===== config.mk =====
export PLATFORM = sky130hd
export DESIGN_NAME = periph_store_ctrl
export DESIGN_NICKNAME = d
export VERILOG_FILES = /design/src/rtl/periph_pkg.sv /design/src/rtl/sync_fifo.sv /design/src/rtl/periph_store_ctrl.sv
export SDC_FILE = /design/constraint.sdc
export NUM_CORES = 1
export LEC_CHECK = 0
export CAP_MARGIN = 20
export CELL_PAD_IN_SITES_DETAIL_PLACEMENT = 1
export CELL_PAD_IN_SITES_GLOBAL_PLACEMENT = 1
export CORE_MARGIN = 2
export CORE_UTILIZATION = 40
export CTS_BUF_LIST = sky130_fd_sc_hd__clkbuf_2 sky130_fd_sc_hd__clkbuf_4 sky130_fd_sc_hd__clkbuf_8
export CTS_CLUSTER_DIAMETER = 60
export DETAILED_ROUTE_END_ITERATION = 16
export PLACE_DENSITY = 0.77
export SETUP_SLACK_MARGIN = 0.2
export SKIP_CTS_REPAIR_TIMING = 1
export SYNTH_ARGS = -nofsm -noshare
export SYNTH_HDL_FRONTEND = slang
export SYNTH_SLANG_ARGS = --single-unit

===== constraint.sdc =====
create_clock -name clk -period 2.5 [get_ports clk]
set_input_delay 0.625 -clock clk [delete_from_list [all_inputs] [get_ports clk]]
set_output_delay 0.625 -clock clk [all_outputs]
set_load 0.02 [all_outputs]

===== src/rtl/periph_pkg.sv =====
// Shared definitions for the peripheral store controller.
//   - default store addresses for the GPIO, UART and status-clear registers
//   - target_e: peripheral selected by the most recent address phase
//   - drain_e:  states of the UART FIFO drain FSM
//   - decode_target(): full 32-bit address to target decode
package periph_pkg;

  localparam logic [31:0] DEF_GPIO_ADDR = 32'h1000_0000;
  localparam logic [31:0] DEF_UART_ADDR = 32'h1000_0100;
  localparam logic [31:0] DEF_STAT_ADDR = 32'h1000_0104;

  typedef enum logic [1:0] {
    TGT_NONE = 2'd0,
    TGT_GPIO = 2'd1,
    TGT_UART = 2'd2,
    TGT_STAT = 2'd3
  } target_e;

  typedef enum logic [1:0] {
    D_IDLE  = 2'd0,
    D_START = 2'd1,
    D_WAIT  = 2'd2
  } drain_e;

  function automatic target_e decode_target(
    input logic [31:0] addr,
    input logic [31:0] gpio_addr,
    input logic [31:0] uart_addr,
    input logic [31:0] stat_addr
  );
    if (addr == gpio_addr)      return TGT_GPIO;
    else if (addr == uart_addr) return TGT_UART;
    else if (addr == stat_addr) return TGT_STAT;
    else                        return TGT_NONE;
  endfunction

endpackage


===== src/rtl/sync_fifo.sv =====
// Synchronous FIFO with extra-wrap-bit pointers.
// Ports:
//   clk, rst_n         clock, synchronous active-low reset (clears pointers)
//   i_push, i_wdata    write request and data (ignored when full)
//   i_pop              read request (ignored when empty)
//   o_rdata            head entry, valid while not empty
//   o_full, o_empty    occupancy flags
//   o_count            number of stored entries, 0..DEPTH
module sync_fifo #(
  parameter int unsigned WIDTH = 8,
  parameter int unsigned DEPTH = 4
) (
  input  logic                   clk,
  input  logic                   rst_n,
  input  logic                   i_push,
  input  logic [WIDTH-1:0]       i_wdata,
  input  logic                   i_pop,
  output logic [WIDTH-1:0]       o_rdata,
  output logic                   o_full,
  output logic                   o_empty,
  output logic [$clog2(DEPTH):0] o_count
);

  localparam int unsigned AW = $clog2(DEPTH);

  logic [WIDTH-1:0] r_mem [DEPTH];
  logic [AW:0]      r_wr_ptr;
  logic [AW:0]      r_rd_ptr;
  logic             w_push_ok;
  logic             w_pop_ok;

  // Same index with differing wrap bits means the writer lapped the reader.
  assign o_empty   = (r_wr_ptr == r_rd_ptr);
  assign o_full    = (r_wr_ptr[AW] != r_rd_ptr[AW]) &&
                     (r_wr_ptr[AW-1:0] == r_rd_ptr[AW-1:0]);
  assign o_count   = r_wr_ptr - r_rd_ptr;
  assign o_rdata   = r_mem[r_rd_ptr[AW-1:0]];
  assign w_push_ok = i_push && !o_full;
  assign w_pop_ok  = i_pop && !o_empty;

  always_ff @(posedge clk) begin
    if (!rst_n) begin
      r_wr_ptr <= '0;
      r_rd_ptr <= '0;
    end else begin
      if (w_push_ok) r_wr_ptr <= r_wr_ptr + 1'b1;
      if (w_pop_ok)  r_rd_ptr <= r_rd_ptr + 1'b1;
    end
  end

  always_ff @(posedge clk) begin
    if (rst_n && w_push_ok) r_mem[r_wr_ptr[AW-1:0]] <= i_wdata;
  end

endmodule


===== src/rtl/periph_store_ctrl.sv =====
// Memory-mapped store decoder for GPIO, UART transmit FIFO and status clear,
// plus the FSM that drains the FIFO into a byte-wide UART transmitter.
// Ports:
//   clk, rst_n        clock, synchronous active-low reset
//   data_out          CPU store bus (address in addr phase, data in data phase)
//   store_addr_out    address-phase strobe
//   store_data_out    data-phase strobe
//   uart_busy         UART transmitter shifting a byte
//   uart_tx_en        one-cycle start pulse to the UART
//   uart_tx_data      byte handed to the UART, held until the next pop
//   gpio_out          GPIO output register
//   fifo_count        UART FIFO occupancy
//   overflow          sticky: a UART byte was dropped on a full FIFO
//
// Drain FSM
//   state   | meaning
//   D_IDLE  | waiting for a queued byte and an idle UART; pops on entry to D_START
//   D_START | start pulse just issued; one cycle for uart_busy to rise
//   D_WAIT  | UART shifting; leave on first cycle uart_busy is low
module periph_store_ctrl
  import periph_pkg::*;
#(
  parameter int unsigned FIFO_DEPTH = 4,
  parameter logic [31:0] GPIO_ADDR  = DEF_GPIO_ADDR,
  parameter logic [31:0] UART_ADDR  = DEF_UART_ADDR,
  parameter logic [31:0] STAT_ADDR  = DEF_STAT_ADDR
) (
  input  logic                        clk,
  input  logic                        rst_n,
  input  logic [31:0]                 data_out,
  input  logic                        store_addr_out,
  input  logic                        store_data_out,
  input  logic                        uart_busy,
  output logic                        uart_tx_en,
  output logic [7:0]                  uart_tx_data,
  output logic [7:0]                  gpio_out,
  output logic [$clog2(FIFO_DEPTH):0] fifo_count,
  output logic                        overflow
);

  target_e    r_target;
  drain_e     r_dstate;
  drain_e     w_dstate_nxt;
  logic [7:0] r_gpio;
  logic       r_overflow;
  logic       r_tx_en;
  logic [7:0] r_tx_data;

  logic       w_uart_store;
  logic       w_push;
  logic       w_drop;
  logic       w_clr;
  logic       w_pop;
  logic       w_full;
  logic       w_empty;
  logic [7:0] w_rd_data;
  logic [$clog2(FIFO_DEPTH):0] w_count;

  // Fullness is judged before any same-cycle pop, so a store into a full
  // FIFO is dropped even when the drain frees a slot on that edge.
  assign w_uart_store = store_data_out && (r_target == TGT_UART);
  assign w_push       = w_uart_store && !w_full;
  assign w_drop       = w_uart_store && w_full;
  assign w_clr        = store_data_out && (r_target == TGT_STAT) && data_out[0];

  sync_fifo #(
    .WIDTH (8),
    .DEPTH (FIFO_DEPTH)
  ) u_fifo (
    .clk     (clk),
    .rst_n   (rst_n),
    .i_push  (w_push),
    .i_wdata (data_out[7:0]),
    .i_pop   (w_pop),
    .o_rdata (w_rd_data),
    .o_full  (w_full),
    .o_empty (w_empty),
    .o_count (w_count)
  );

  // Data applies to the previously latched target; a coincident address
  // phase then replaces the cleared target.
  always_ff @(posedge clk) begin
    if (!rst_n) begin
      r_target   <= TGT_NONE;
      r_gpio     <= '0;
      r_overflow <= 1'b0;
    end else begin
      if (store_addr_out)
        r_target <= decode_target(data_out, GPIO_ADDR, UART_ADDR, STAT_ADDR);
      else if (store_data_out)
        r_target <= TGT_NONE;

      if (store_data_out && (r_target == TGT_GPIO))
        r_gpio <= data_out[7:0];

      // A drop wins over a same-cycle clear.
      if (w_drop)
        r_overflow <= 1'b1;
      else if (w_clr)
        r_overflow <= 1'b0;
    end
  end

  always_comb begin
    w_dstate_nxt = r_dstate;
    w_pop        = 1'b0;
    case (r_dstate)
      D_IDLE: begin
        if (!w_empty && !uart_busy) begin
          w_pop        = 1'b1;
          w_dstate_nxt = D_START;
        end
      end
      D_START: w_dstate_nxt = D_WAIT;
      D_WAIT: begin
        if (!uart_busy) w_dstate_nxt = D_IDLE;
      end
      default: w_dstate_nxt = D_IDLE;
    endcase
  end

  always_ff @(posedge clk) begin
    if (!rst_n) begin
      r_dstate  <= D_IDLE;
      r_tx_en   <= 1'b0;
      r_tx_data <= '0;
    end else begin
      r_dstate <= w_dstate_nxt;
      r_tx_en  <= w_pop;
      if (w_pop) r_tx_data <= w_rd_data;
    end
  end

  assign uart_tx_en   = r_tx_en;
  assign uart_tx_data = r_tx_data;
  assign gpio_out     = r_gpio;
  assign fifo_count   = w_count;
  assign overflow     = r_overflow;

endmodule

==> summary.txt, run 1 <==
Outcome
  – Status: complete, no violations

Worst setup path
  – Critical path peak fanout: 3
  – CP startpoint kind: register
  – Critical Path Slowest Stage Cell: fa_1
  – Crit-path cells: inv_1, ha_1, fa_1, xnor2_1, dlymetal6s2s_1
  – CP Class: reg2out
  – Required time worst endpoint: roughly 1900 ps
  – CP endpoint kind: output pin
  – Worst path max stage delay: 380 ps
  – Critical path's top delay family: adder cells
  – CP Data Arrival Time: 1690 ps
  – CP bufs+invs: 2

Routing
  – DR WL/cell: about 17 um
  – Drt pass-1 iters: 4
  – DRT antenna net count: 0
  – Post-route DRC: 0
  – Final WL: 5.56 mm
  – Vias: 1668
  – Post-DR vias/cell: 5.15
  – Drt initial violations: 79

Cells and area
  – Share of cells above drive strength 1: 14.1%
  – Final instance area: between 0.003 and 0.004 mm2
  – Fillers: 613
  – Layout Cells excl Fill: ~320
  – Area growth from synthesis to layout: 35.6%
  – Ant diodes: 0
  – Fin util: between 50 and 60%
  – Final nets: 289

Floorplanning
  – Initial core utilization: 41.3%
  – Row Count: 28
  – Die ar.: 0.00676 mm2
  – Num ports: 58
  – Core Area: 0.00592 mm2
  – Die span in x: 82.2 um
  – Die height: 82.2 um

Logic synthesis
  – Register bit count reported by yosys: 60
  – Synth top area share: 39.3%
  – Ys async rst share: 0%
  – Synthesized net count: 219
  – Distinct cells, synth: 32
  – Sequential share of the synthesized area: 62.2%
  – Synth area leader: edfxtp_1
  – Top_reg_cell synth: edfxtp_1
  – Syn Std Cell Area: 0.00245 mm2
  – EDFF count, synth: 32
  – Mean Syn Cell Area: 14.1 um2
  – Synth Instances: around 170
  – Yosys warns: 0
  – Ranking of synthesized cells by area: edfxtp_1 39%, dfxtp_1 23%, mux2i_1 7.4%, mux4_2 7.4%, nor2_1 3.7%

GRT
  – Largest net degree at the start of global routing: 16
  – Vias in the first global route: approximately 1800
  – Initial antenna violation count: 0
  – Gr usage total: 19.0%
  – Grt ovf: 0
  – First-pass GRT wire length: between 8 and 9 mm

Timing
  – Setup_tns: 0 ps
  – RSZ-0062 raised after global routing: true
  – Pins Over Slew Limit: 0
  – Hold Violations, Final: 0
  – # setup viols final: 0
  – Clk_skew: 10.7 ps
  – Highest Clock Rate: 433 MHz
  – Period utilisation layout: 92.4%
  – Max-slew headroom: 64.6%
  – Crit path time final: 2310 ps
  – Slew @ Worst Pin: 529 ps

Placed design
  – Placed cells: a little over 300
  – Cell Area, Placed: roughly 0.0031 mm2
  – Routability Congestion: 0.736
  – Port buffer count: 57
  – Hpwl dp: 4.23 mm

Clocking
  – CTS Buf Count: 9
  – Clk sinks: 60
  – Root buffer cell: clkbuf_8
  – Max Root-Sink Buffers: 2
  – CTS tree: yes
  – H-tree depth: 3
  – Worst-path clk slew: 60 ps
  – Clock Latency Late Sink: around 340 ps

Power and ir drop
  – P_leak: 0.00132 uW
  – Power per cell area: 567 mW/mm2
  – IR drop worst, VDD: 0.313 mV

Min path
  – HP Class: reg2reg

Flow run
  – # Max-Cap Violations: 0
-- path summary, 6_finish.rpt --
path                 startpoint                 end  slack [ps]  cells past startpoint
max          u_fifo.r_wr_ptr[0]       fifo_count[2]         190                      5
min                 gpio_out[1]         gpio_out[1]         500                      2
max reg2reg  u_fifo.r_rd_ptr[1]  u_fifo.r_mem[1][1]         410                      5
min reg2reg         gpio_out[1]         gpio_out[1]         500                      2
-- cells in the final DEF, fill, tap and decap left out, drive strengths merged --
| master | n |
|---|---|
| o21bai | 1 |
| buf | 8 |
| dfxtp | 28 |
| mux4 | 8 |
| a31o | 1 |
| xnor2 | 4 |
| mux2i | 18 |
| nand2 | 4 |
| nor2 | 24 |
| a21oi | 4 |
| nand4 | 2 |
| inv | 6 |
| or3 | 1 |
| nand3 | 1 |
| fa | 1 |
| dlymetal6s2s | 2 |
| xor2 | 2 |
| nor3 | 3 |
| clkdlybuf4s50 | 54 |
| o21ai | 2 |
| ha | 7 |
| nor4 | 5 |
| a22o | 2 |
| nand2b | 1 |
| clkinv | 4 |
| clkbuf | 14 |
| nand3b | 2 |
| a311oi | 1 |
| nor4b | 3 |
| edfxtp | 32 |
| and3 | 4 |
-- worst register-to-register path: cells and delay by family (launching register included) --
kind	cells	cell delay, ps
adders and majority gates	1	340
DFF	1	380
buffers and inverters	2	290
and+or+nand+nor	1	450
AOI/OAI and AO/OA	1	290
-- state kept, by name (all words and copies together) (netlist names) --
name and flops:
gpio_out 8, overflow 1, r_dstate 2, r_target 2, u_fifo.r_mem 32, u_fifo.r_rd_ptr 3
u_fifo.r_wr_ptr 3, uart_tx_data 8, uart_tx_en 1
-- layer usage --
layer	global-route usage [%]	up-vias	wire, um
met5	0	-	0
met4	9.00	0	117
met3	6.41	8	270
met2	31.8	55	2800
met1	21.8	823	2370
li1	-	782	-
-- final cells by class --
class                   count  area (um2)  area share, %
multi-input cells         101         877           26.4
clock buffers              13         154           4.64
inverters                   7        26.3          0.792
flip-flops and latches     60        1520           45.9
repair buffers             65         631           19.0
clock inverters             3        13.8          0.415
well taps                  75        93.8           2.83
-- synthesized netlist by cell type, types with 2 or more instances --
cell and count:
mux4_2 8, a22o_1 2, xnor2_1 4, nor2_1 24
dfxtp_1 28, mux2i_1 18, nor4b_1 3, nor4_1 5
clkbuf_1 3, buf_2 2, edfxtp_1 32, nor3_1 3
ha_1 7, nand3b_1 2, inv_1 6, nand2_1 4
nand4_1 2, a21oi_1 4, and3_1 4
-- per-stage QoR --
stage	hold WS (ps)	total power [uW]	worst slack, ps
after floorplan	457	1070	365
after global placement	468	1150	162
after detailed placement	488	1150	126
after CTS	503	1900	-234
after global routing	532	1960	74.6
final	499	1880	190
-- where the power goes --
group | switching (uW) | internal [uW]
Clock | 355 | 398
Combinational | 33.7 | 57.5
Sequential | 0.0000000442 | 1040
-- cell families after synthesis --
family	synth area share, %
buffers and inverters	2.25
xor gates and xnor gates	2.46
and+or+nand+nor	10.1
muxes	14.7
DFF	62.2
AOI/OAI and AO/OA	3.84
adders and majority gates	4.40
Power figures use the tool's default switching activity.
==> run 2: changes to the inputs <==
--- a/config.mk
+++ b/config.mk
@@ -13,9 +13,10 @@
 export CTS_BUF_LIST = sky130_fd_sc_hd__clkbuf_2 sky130_fd_sc_hd__clkbuf_4 sky130_fd_sc_hd__clkbuf_8
 export CTS_CLUSTER_DIAMETER = 60
 export DETAILED_ROUTE_END_ITERATION = 16
-export PLACE_DENSITY = 0.77
+export PLACE_DENSITY_LB_ADDON = 0.1
 export SETUP_SLACK_MARGIN = 0.2
 export SKIP_CTS_REPAIR_TIMING = 1
+export SLEW_MARGIN = 0
 export SYNTH_ARGS = -nofsm -noshare
 export SYNTH_HDL_FRONTEND = slang
 export SYNTH_SLANG_ARGS = --single-unit
==> run 2 against run 1 <==
Effect of this change: largest cell class unchanged; largest power group unchanged; design area grew 0.38%; flip-flop and latch count is the same; count of clock-buffer cells in the layout shrank 3; die area is the same; hold slack lost 3.4 ps.
==> summary.txt, run 2 (synthesized netlist as in run 1, its figures left out) <==
Cells and area
  – Most frequent cells in the layout: 54 x clkdlybuf4s50_1, 32 x edfxtp_1, 27 x dfxtp_1
  – Max reg flops: 32 (unchanged)
  – Ant diodes: 0 (unchanged)
  – Area growth from synthesis to layout: 36.1%
  – Fillers: 573 (-6.5%)
  – Share of cells above drive strength 1: 14.6% (+0.52 points)
  – Most common cell after layout, fill and taps aside: clkdlybuf4s50_1
  – Final nets: 287 (-0.69%)

Timing
  – RSZ-0062 raised after global routing: true
  – Period utilisation layout: 92.8% (+0.36 points)
  – Pins Over Slew Limit: 0 (unchanged)
  – Highest Clock Rate: 431 MHz (-0.39%)
  – Clk_skew: 12.5 ps (+1.75 ps)
  – # setup viols final: 0 (unchanged)
  – Hold Violations, Final: 0 (unchanged)
  – Final worst setup slack: 181 ps (-8.94 ps)
  – Min Hold Slack: 495 ps (-3.40 ps)
  – Slew @ Worst Pin: 526 ps (-3.92 ps)
  – Crit path time final: 2320 ps (+8.94 ps)
  – Max-slew headroom: 64.9% (+0.26 points)

Floorplanning
  – Die height: 82.2 um (unchanged)
  – Row Count: 28 (unchanged)
  – Initial core utilization: 41.3% (unchanged)
  – Num ports: 58 (unchanged)
  – Die span in x: 82.2 um (unchanged)
  – Die ar.: 0.00676 mm2 (unchanged)
  – Core Area: 0.00592 mm2 (unchanged)

Routing
  – Post-route DRC: 0 (unchanged)
  – DR WL/cell: 17.4 um (+1.5%)
  – Drt initial violations: 69 (-13%)
  – Post-DR vias/cell: 5.04 (-2.2%)
  – Final WL: 5.61 mm (+0.83%)
  – Drt pass-1 iters: 4 (unchanged)
  – DRT antenna net count: 0 (unchanged)
  – Vias: 1622 (-2.8%)

GRT
  – Initial antenna violation count: 0 (unchanged)
  – First-pass GRT wire length: 9.00 mm (+0.23%)
  – Vias in the first global route: 1835 (+1.5%)
  – Gr usage total: 18.9% (-0.066 points)
  – Largest net degree at the start of global routing: 18 (+2)
  – Grt ovf: 0 (unchanged)

Min path
  – HP Class: reg2reg

Placed design
  – Port buffer count: 57 (unchanged)
  – Dpl ws: 72.0 ps (-53.8 ps)
  – Hpwl dp: 4.20 mm (-0.63%)
  – Routability Congestion: 0.786 (+6.8%)

Clocking
  – Clk sinks: 60 (unchanged)
  – Worst-path clk slew: 70 ps (about the same)
  – CTS tree: yes
  – Clock Latency Late Sink: 330 ps (about the same)
  – Root buffer cell: clkbuf_8
  – H-tree depth: 3 (unchanged)
  – CTS Buf Count: 9 (unchanged)
  – Max Root-Sink Buffers: 2 (unchanged)

Outcome
  – Status: complete, no violations

Worst setup path
  – Worst path max stage delay: 380 ps (about the same)
  – Critical path peak fanout: 3 (unchanged)
  – CP startpoint kind: register
  – Required time worst endpoint: 1880 ps (about the same)
  – CP Data Arrival Time: 1690 ps (about the same)
  – CP endpoint kind: output pin
  – Crit-path cells: inv_2, ha_1, fa_1, xnor2_1, clkbuf_2
  – CP bufs+invs: 2 (unchanged)
  – Critical path's top delay family: adder cells
  – Critical Path Slowest Stage Cell: fa_1
  – CP Class: reg2out

Power and ir drop
  – Power Total: 1980 uW (+5.3%)
  – IR drop worst, VDD: 0.262 mV (-16%)
  – P_leak: 0.00129 uW (-2.3%)
  – Power per cell area: 595 mW/mm2 (+4.9%)

Flow run
  – # Max-Cap Violations: 0 (unchanged)
-- run 2: cell types whose count changed in the layout (fill, tap and decap cells not counted), moves of 2 or more --
| cell | change |
|---|---|
| clkbuf_4 | -4 |
| clkinvlp_4 | +4 |
| clkinv_2 | -2 |
| buf_4 | -2 |
-- run 2: path summary, 6_finish.rpt --
kind | startpoint | end | slack [ps] | cells after the start
min | uart_tx_data[3] | uart_tx_data[3] | 500 | 2
min reg2reg | uart_tx_data[3] | uart_tx_data[3] | 500 | 2
max reg2reg | u_fifo.r_rd_ptr[1] | u_fifo.r_mem[1][4] | 430 | 5
max | u_fifo.r_wr_ptr[0] | fifo_count[2] | 180 | 5
-- run 2: power by group --
group	leakage (uW)	switching, uW	internal (uW)
Sequential	0.000513	0.0000000427	1040
Combinational	0.000689	33.4	55.7
Clock	0.0000882	373	483
Total	0.00129	406	1570
-- run 2: worst min-delay path: cells and delay by family, from the launching register on --
kind             cells  cell delay, ps
muxes                1              70
and+or+nand+nor      1              70
DFF                  1             320
-- run 2: cell type report --
| cell class | instances | area (um2) | area share [%] |
|---|---|---|---|
| Clock buffer | 10 | 138 | 4.13 |
| Clock inverter | 6 | 63.8 | 1.92 |
| Inverter | 7 | 26.3 | 0.789 |
| Multi-Input combinational cell | 101 | 877 | 26.3 |
| Sequential cell | 60 | 1520 | 45.7 |
| Tap cell | 75 | 93.8 | 2.82 |
| Timing Repair Buffer | 63 | 608 | 18.3 |
-- run 2: stage by stage --
step / std cells / area [um2] / setup TNS [ps] / util (%)
3_5_place_dp: 306 / 3130 / 0 / 52.8
4_1_cts: 322 / 3330 / -538 / 56.2
3_3_place_gp: 306 / 3130 / 0 / 52.8
2_1_floorplan: 174 / 2450 / 0 / -
6_report: 322 / 3330 / 0 / 56.2
5_1_grt: 322 / 3330 / 0 / 56.2
-- run 2: layer usage --
layer	GRT usage [%]	vias to the layer above	part of all wire [%]
li1	-	779	-
met1	20.9	782	40
met2	34.0	56	54
met3	4.35	5	4.9
met4	9.33	0	1.2
met5	0	-	0
